### src/rtl/fifo_drain_arbiter_if.sv
`default_nettype none
// +----------------------------------------------------------------------------+
// | Module      : fifo_drain_arbiter_if                                        |
// | Description : FIFO-side and stream-side signal bundle for the FIFO drain   |
// |               arbiter. master = arbiter view, slave = environment view.    |
// | Revision    : 1.0  initial release                                         |
// +----------------------------------------------------------------------------+
interface fifo_drain_arbiter_if #(
  parameter int NUM_CH     = 4,
  parameter int DATA_WIDTH = 16,
  parameter int CNT_WIDTH  = 6
);
  localparam int CH_W = $clog2(NUM_CH);

  logic [NUM_CH*DATA_WIDTH-1:0] ch_data;
  logic [NUM_CH-1:0]            ch_valid;
  logic [NUM_CH*CNT_WIDTH-1:0]  ch_count;
  logic [NUM_CH-1:0]            ch_rd_en;
  logic [DATA_WIDTH-1:0]        m_data;
  logic [CH_W-1:0]              m_chan;
  logic                         m_valid;
  logic                         m_last;
  logic                         m_ready;

  modport master (
    input  ch_data, ch_valid, ch_count, m_ready,
    output ch_rd_en, m_data, m_chan, m_valid, m_last
  );

  modport slave (
    output ch_data, ch_valid, ch_count, m_ready,
    input  ch_rd_en, m_data, m_chan, m_valid, m_last
  );
endinterface
`default_nettype wire

### src/rtl/fifo_drain_arbiter.sv
`default_nettype none
// +----------------------------------------------------------------------------+
// | Module      : fifo_drain_arbiter                                           |
// | Description : Round-robin drain of NUM_CH first-word-fall-through FIFOs    |
// |               into one tagged valid/ready stream, bursts of up to BURST.   |
// |               Optional macro ARB_STATS_EN adds grant/beat counters.        |
// | Revision    : 1.0  initial release                                         |
// +----------------------------------------------------------------------------+
module fifo_drain_arbiter #(
  parameter int NUM_CH     = 4,
  parameter int DATA_WIDTH = 16,
  parameter int CNT_WIDTH  = 6,
  parameter int BURST      = 8,
  parameter int MIN_FILL   = 1
) (
  input  wire logic  clk,
  input  wire logic  reset,
  input  wire logic  enable,
  output logic       busy,
`ifdef ARB_STATS_EN
  input  wire logic  stat_clr,
  output logic [15:0] stat_bursts,
  output logic [31:0] stat_beats,
`endif
  fifo_drain_arbiter_if.master bus
);

  localparam int CH_W = $clog2(NUM_CH);
  localparam logic [CNT_WIDTH-1:0] BURST_C    = CNT_WIDTH'(BURST);
  localparam logic [CNT_WIDTH-1:0] MIN_FILL_C = CNT_WIDTH'(MIN_FILL);
  localparam logic [CNT_WIDTH-1:0] ONE_C      = CNT_WIDTH'(1);

  typedef enum logic [0:0] {
    IDLE = 1'b0,
    XFER = 1'b1
  } state_t;

  state_t               state, state_nxt;
  logic [CH_W-1:0]      grant, grant_nxt;
  logic [CH_W-1:0]      last_grant, last_grant_nxt;
  logic [CH_W-1:0]      pick, idx;
  logic [CNT_WIDTH-1:0] beats, beats_nxt;
  logic                 found;
  logic                 handshake;

  logic [DATA_WIDTH-1:0] data_arr  [NUM_CH];
  logic [CNT_WIDTH-1:0]  count_arr [NUM_CH];
  logic [NUM_CH-1:0]     req;

  logic [DATA_WIDTH-1:0] m_data;
  logic [CH_W-1:0]       m_chan;
  logic                  m_valid;
  logic                  m_last;
  logic [NUM_CH-1:0]     ch_rd_en;

  // Unpack the flat per-channel buses and form the fill-level requests.
  generate
    for (genvar i = 0; i < NUM_CH; i++) begin : g_unpack
      assign data_arr[i]  = bus.ch_data[i*DATA_WIDTH +: DATA_WIDTH];
      assign count_arr[i] = bus.ch_count[i*CNT_WIDTH +: CNT_WIDTH];
      assign req[i]       = (count_arr[i] >= MIN_FILL_C);
    end
  endgenerate

  // Circular search for the first requester after the previous grant.
  always_comb begin
    found = 1'b0;
    pick  = '0;
    idx   = '0;
    for (int k = 1; k <= NUM_CH; k++) begin
      idx = CH_W'((int'(last_grant) + k) % NUM_CH);
      if (!found && req[idx]) begin
        found = 1'b1;
        pick  = idx;
      end
    end
  end

  // FSM state and burst bookkeeping; reset abandons any burst at once.
  always_ff @(posedge clk or posedge reset) begin
    if (reset) begin
      state      <= IDLE;
      grant      <= '0;
      last_grant <= CH_W'(NUM_CH - 1);
      beats      <= '0;
    end else begin
      state      <= state_nxt;
      grant      <= grant_nxt;
      last_grant <= last_grant_nxt;
      beats      <= beats_nxt;
    end
  end

  // Next state, burst length latch and the combinational FIFO-to-stream path.
  always_comb begin
    state_nxt      = state;
    grant_nxt      = grant;
    last_grant_nxt = last_grant;
    beats_nxt      = beats;
    busy           = 1'b0;
    m_valid        = 1'b0;
    m_data         = '0;
    m_chan         = '0;
    m_last         = 1'b0;
    handshake      = 1'b0;
    ch_rd_en       = '0;
    case (state)
      IDLE: begin
        if (enable && found) begin
          grant_nxt      = pick;
          last_grant_nxt = pick;
          // Burst length is frozen here; later FIFO writes do not extend it.
          beats_nxt      = (count_arr[pick] > BURST_C) ? BURST_C : count_arr[pick];
          state_nxt      = XFER;
        end
      end
      XFER: begin
        busy      = 1'b1;
        m_valid   = bus.ch_valid[grant];
        m_data    = data_arr[grant];
        m_chan    = grant;
        m_last    = m_valid && (beats == ONE_C);
        handshake = m_valid && bus.m_ready;
        if (handshake) begin
          ch_rd_en[grant] = 1'b1;
          beats_nxt       = beats - ONE_C;
          if (beats == ONE_C) begin
            state_nxt = IDLE;
          end
        end
      end
      default: state_nxt = IDLE;
    endcase
  end

  assign bus.m_data   = m_data;
  assign bus.m_chan   = m_chan;
  assign bus.m_valid  = m_valid;
  assign bus.m_last   = m_last;
  assign bus.ch_rd_en = ch_rd_en;

`ifdef ARB_STATS_EN
  logic grant_now;
  assign grant_now = (state == IDLE) && enable && found;

  // Saturating grant/beat counters; a clear request wins over counting.
  always_ff @(posedge clk or posedge reset) begin
    if (reset) begin
      stat_bursts <= '0;
      stat_beats  <= '0;
    end else if (stat_clr) begin
      stat_bursts <= '0;
      stat_beats  <= '0;
    end else begin
      if (grant_now && (stat_bursts != 16'hFFFF)) begin
        stat_bursts <= stat_bursts + 16'd1;
      end
      if (handshake && (stat_beats != 32'hFFFF_FFFF)) begin
        stat_beats <= stat_beats + 32'd1;
      end
    end
  end
`endif

endmodule
`default_nettype wire

### src/flat_wrapper.sv
// flat-port wrapper written by rule: the top's interface ports become plain ports
module fifo_drain_arbiter_flat 
#(
  parameter int NUM_CH     = 4,
  parameter int DATA_WIDTH = 16,
  parameter int CNT_WIDTH  = 6,
  parameter int BURST      = 8,
  parameter int MIN_FILL   = 1
)
  (clk, reset, enable, busy, bus_ch_data, bus_ch_valid, bus_ch_count, bus_m_ready, bus_ch_rd_en, bus_m_data, bus_m_chan, bus_m_valid, bus_m_last);
  fifo_drain_arbiter_if #(.NUM_CH(NUM_CH), .DATA_WIDTH(DATA_WIDTH), .CNT_WIDTH(CNT_WIDTH)) bus_i ();
  input  wire logic clk;
  input  wire logic reset;
  input  wire logic enable;
  output logic busy;
  input wire logic [$bits(bus_i.ch_data)-1:0] bus_ch_data;
  input wire logic [$bits(bus_i.ch_valid)-1:0] bus_ch_valid;
  input wire logic [$bits(bus_i.ch_count)-1:0] bus_ch_count;
  input wire logic [$bits(bus_i.m_ready)-1:0] bus_m_ready;
  output wire logic [$bits(bus_i.ch_rd_en)-1:0] bus_ch_rd_en;
  output wire logic [$bits(bus_i.m_data)-1:0] bus_m_data;
  output wire logic [$bits(bus_i.m_chan)-1:0] bus_m_chan;
  output wire logic [$bits(bus_i.m_valid)-1:0] bus_m_valid;
  output wire logic [$bits(bus_i.m_last)-1:0] bus_m_last;
  assign bus_i.ch_data = bus_ch_data;
  assign bus_i.ch_valid = bus_ch_valid;
  assign bus_i.ch_count = bus_ch_count;
  assign bus_i.m_ready = bus_m_ready;
  assign bus_ch_rd_en = bus_i.ch_rd_en;
  assign bus_m_data = bus_i.m_data;
  assign bus_m_chan = bus_i.m_chan;
  assign bus_m_valid = bus_i.m_valid;
  assign bus_m_last = bus_i.m_last;
  fifo_drain_arbiter #(.NUM_CH(NUM_CH), .DATA_WIDTH(DATA_WIDTH), .CNT_WIDTH(CNT_WIDTH), .BURST(BURST), .MIN_FILL(MIN_FILL)) u_core (.clk(clk), .reset(reset), .enable(enable), .busy(busy), .bus(bus_i));
endmodule
### config.mk
export PLATFORM = sky130hd
export DESIGN_NAME = fifo_drain_arbiter_flat
export DESIGN_NICKNAME = d
export VERILOG_FILES = /design/src/rtl/fifo_drain_arbiter_if.sv /design/src/rtl/fifo_drain_arbiter.sv /design/src/flat_wrapper.sv
export SDC_FILE = /design/constraint.sdc
export NUM_CORES = 1
export LEC_CHECK = 0
export CORE_AREA = 2 2 77 61
export DETAILED_ROUTE_END_ITERATION = 8
export DIE_AREA = 0 0 79 63
export PLACE_DENSITY = 0.86
export SETUP_SLACK_MARGIN = 0.02
export SLEW_MARGIN = 20
export SYNTH_ARGS = -nofsm -noshare
export SYNTH_HDL_FRONTEND = slang
export SYNTH_SLANG_ARGS = --single-unit
### constraint.sdc
create_clock -name clk -period 3.8 [get_ports clk]
set_clock_uncertainty 0.15 [all_clocks]
set_input_delay 0.57 -clock clk [delete_from_list [all_inputs] [get_ports clk]]
set_output_delay 0.57 -clock clk [all_outputs]
set_load 0.02 [all_outputs]
==> summary.md <==
| Metric | Value |
|---|---|
| Status | finished clean |
| Global route total overflow | 0 |
| CTS Root Cell | clkbuf_8 |
| DRC | 0 |
| Peak supply drop | 0.343 mV |
| Largest family of logic cells by synthesized area | multiplexers |
| Total die area | 4980 um^2 |
| N_diodes | 0 |
| Detailed Route WL | 5.30 mm |
| Vias per cell | 5.39 |
| Drt initial violations | 103 |
| TritonCTS Buffers | 3 |
| Setup crit end kind | primary output |
| Setup TNS | 0 ps |
| Arrival @ worst endpoint | 2520 ps |
| Post-synthesis sequential area ratio | 0.190 |
| Row cnt | 21 |
| Vias in the first global route | 1760 |
| Top cells by area, synth | mux4_2 26%, dfrtp_1 15%, and2_1 8.6% |
| Antenna Nets Post-Route | 0 |
| Worst-Margin Slew | 484 ps |
| EDFF count, synth | 0 |
| Number of synthesis warnings | 0 |
| # hold bufs at CTS | 0 |
| Ordered list of cells on the worst path | mux4_2, and3_1, and3_1, clkdlybuf4s50_1 |
| GR Util All Layers | 0.212 |
| Flops & latches, synth | 11 |
| Syn Nets | 252 |
| First-pass GRT wire length | 8.42 mm |
| Final net count | 369 |
| Die Y | 63 um |
| CTS tree | done |
| 1st-pass router iterations | 4 |
| Post-synth top area share | 0.262 |
| Mux cell area share after synthesis | 0.286 |
| Post-synthesis xor/xnor area fraction | 0.0120 |
| Commonest non-fill, non-tap cell in the layout | clkdlybuf4s50_1 |
| Slowest stage delay, CP | 640 ps |
| Rel. slew slack | 0.677 |
| Slowest CP cell | dfrtp_1 |
| Pwr dens | 635 nW/um^2 |
| Synth async-reset ratio | 1.00 |
| Core Box Area | 4260 um^2 |
| Post-Synth Simple-Gate Area | 0.263 |
| Gates resized, CTS repair | 0 |
| Mean Syn Cell Area | 9.50 um^2 |
| Post-route insts no fill | 327 |
| Period utilization | 0.853 |
| Yosys top cell by area | mux4_2 |
| Most frequent cells in the layout | 120 x clkdlybuf4s50_1, 20 x and2_1, 17 x mux4_2 |
| Clock slew at reported path FFs | 50 ps |
| Pins Over Slew Limit | 0 |
| Clk Latency, worst-skew pair | 240 ps |
| Max cap viols | 0 |
| Total power | 0.00175 W |
| Most used cell along the critical path | and3_1 |
| Worst setup path category | flop to primary output |
| Synth Area in Compound Gates | 0.191 |
| Startpoint types | flop |
| CP Data Required Time | 3080 ps |
| Clock sinks | 11 |
| Leakage Power | 1.03 nW |
| CP max FO | 11 |
| Mapped cell area | 1460 um^2 |
| FMAX | 0.309 GHz |
| RSZ-0062 raised after global routing | false |
| Worst setup margin | 559 ps |
| Layout overhead on the synthesized area | 88.7% |
| Adder-cell share of the synthesized area | 0.0171 |
| Initial antenna violation count | 0 |
| Unique cell type count in the Yosys netlist | 45 |
| Final min period | 3240 ps |
| Routability cong. | 0.901 |
| Most used DFF post-synth | dfrtp_1 |
| Pre-CTS setup slack | 479 ps |
| Cells after Synth | 154 |
| Boundary Pins | 121 |
| Largest net degree at the start of global routing | 28 |
| Hpwl dp | 4.55 mm |
| Wirelength per Cell | 16.2 um |
| Port Buffers | 120 |
| Post-CTS setup buffer count | 0 |
| Share of post-route cells with drive strength above 1 | 0.126 |
| Starting Density | 0.344 |
| Setup-failing EPs final | 0 |
| Hold Crit Class | flop to flop |
| Worst hold slack | 360 ps |
| Via count | 1764 |
| Layout fillers | 372 |
| Final hold vios | 0 |
| # placed instances | 323 |
| Die Width | 79 um |
| H-tree depth | 1 |
| Clock tree buffer depth | 2 |
layer usage:
| metal | GRT usage | vias to the layer above | wire length (um) |
|---|---|---|---|
| met5 | 0 | - | 0 |
| met1 | 0.271 | 848 | 2020 |
| met2 | 0.357 | 69 | 2770 |
| li1 | - | 833 | - |
| met4 | 0.0496 | 0 | 102 |
| met3 | 0.0578 | 14 | 412 |
cells by family after synthesis:
| kind of cell | Yosys count |
|---|---|
| AO/OA/AOI/OAI | 36 |
| XOR/XNOR | 2 |
| adder cells (fa/ha/maj) | 2 |
| buffers and inverters | 16 |
| flip-flops | 11 |
| multiplexers | 20 |
| AND/OR/NAND/NOR | 67 |
worst max-delay path, delay by kind of cell (launching register included):
kind                   cells  cell delay (ps)
AND/OR/NAND/NOR            2              540
multiplexers               1              570
flip-flops                 1              640
buffers and inverters      1              530
report_power, final:
part           total [W]  internal [W]  switching, W  leakage [nW]
Sequential      0.000253      0.000180     0.0000735         0.128
Clock           0.000117     0.0000736     0.0000433        0.0228
Combinational    0.00138      0.000736      0.000648         0.882
flip-flops by register name, summed over array words and instances, names as in the netlist:
register / cells
u_core.state: 1
u_core.last_grant: 2
u_core.beats: 6
u_core.grant: 2
cell usage after synthesis (3+ instances only):
library cell / number
nor3_1: 3
nand2_1: 8
a21o_1: 4
dfrtp_1: 9
nor2_1: 16
a21oi_1: 4
o21ai_0: 6
and2_1: 20
a221oi_1: 5
and3_1: 3
mux4_2: 17
clkbuf_1: 8
inv_1: 5
cell type report:
cell class / count / area (um^2) / share of cell area
timing repair buffer: 123 / 1220 / 0.443
multi-input combinational: 127 / 1120 / 0.407
sequential: 11 / 278 / 0.101
tap: 57 / 71.3 / 0.0258
clock buffer: 4 / 45.0 / 0.0163
inverter: 5 / 18.8 / 0.00680
worst paths after layout:
check	start	end	slack, ps	depth (start not counted)
worst min register to register	u_core.beats[5]	u_core.beats[5]	360	1
min in group asynchronous	reset	u_core.beats[3]	480	2
worst max-delay path	u_core.grant[0]	bus_ch_rd_en[3]	560	4
worst max register to register	u_core.last_grant[1]	u_core.beats[3]	1380	6
max in group asynchronous	reset	u_core.last_grant[0]	2700	2
worst min-delay path	u_core.beats[5]	u_core.beats[5]	360	1
metrics by stage:
| stage | area [um^2] | utilization |
|---|---|---|
| 3_3_place_gp | 2720 | 0.638 |
| 6_report | 2760 | 0.648 |
| 4_1_cts | 2760 | 0.648 |
| 3_5_place_dp | 2720 | 0.638 |
| 2_1_floorplan | 1460 | - |
| 5_1_grt | 2760 | 0.648 |
Note: power is estimated with default switching activity, not from simulation.
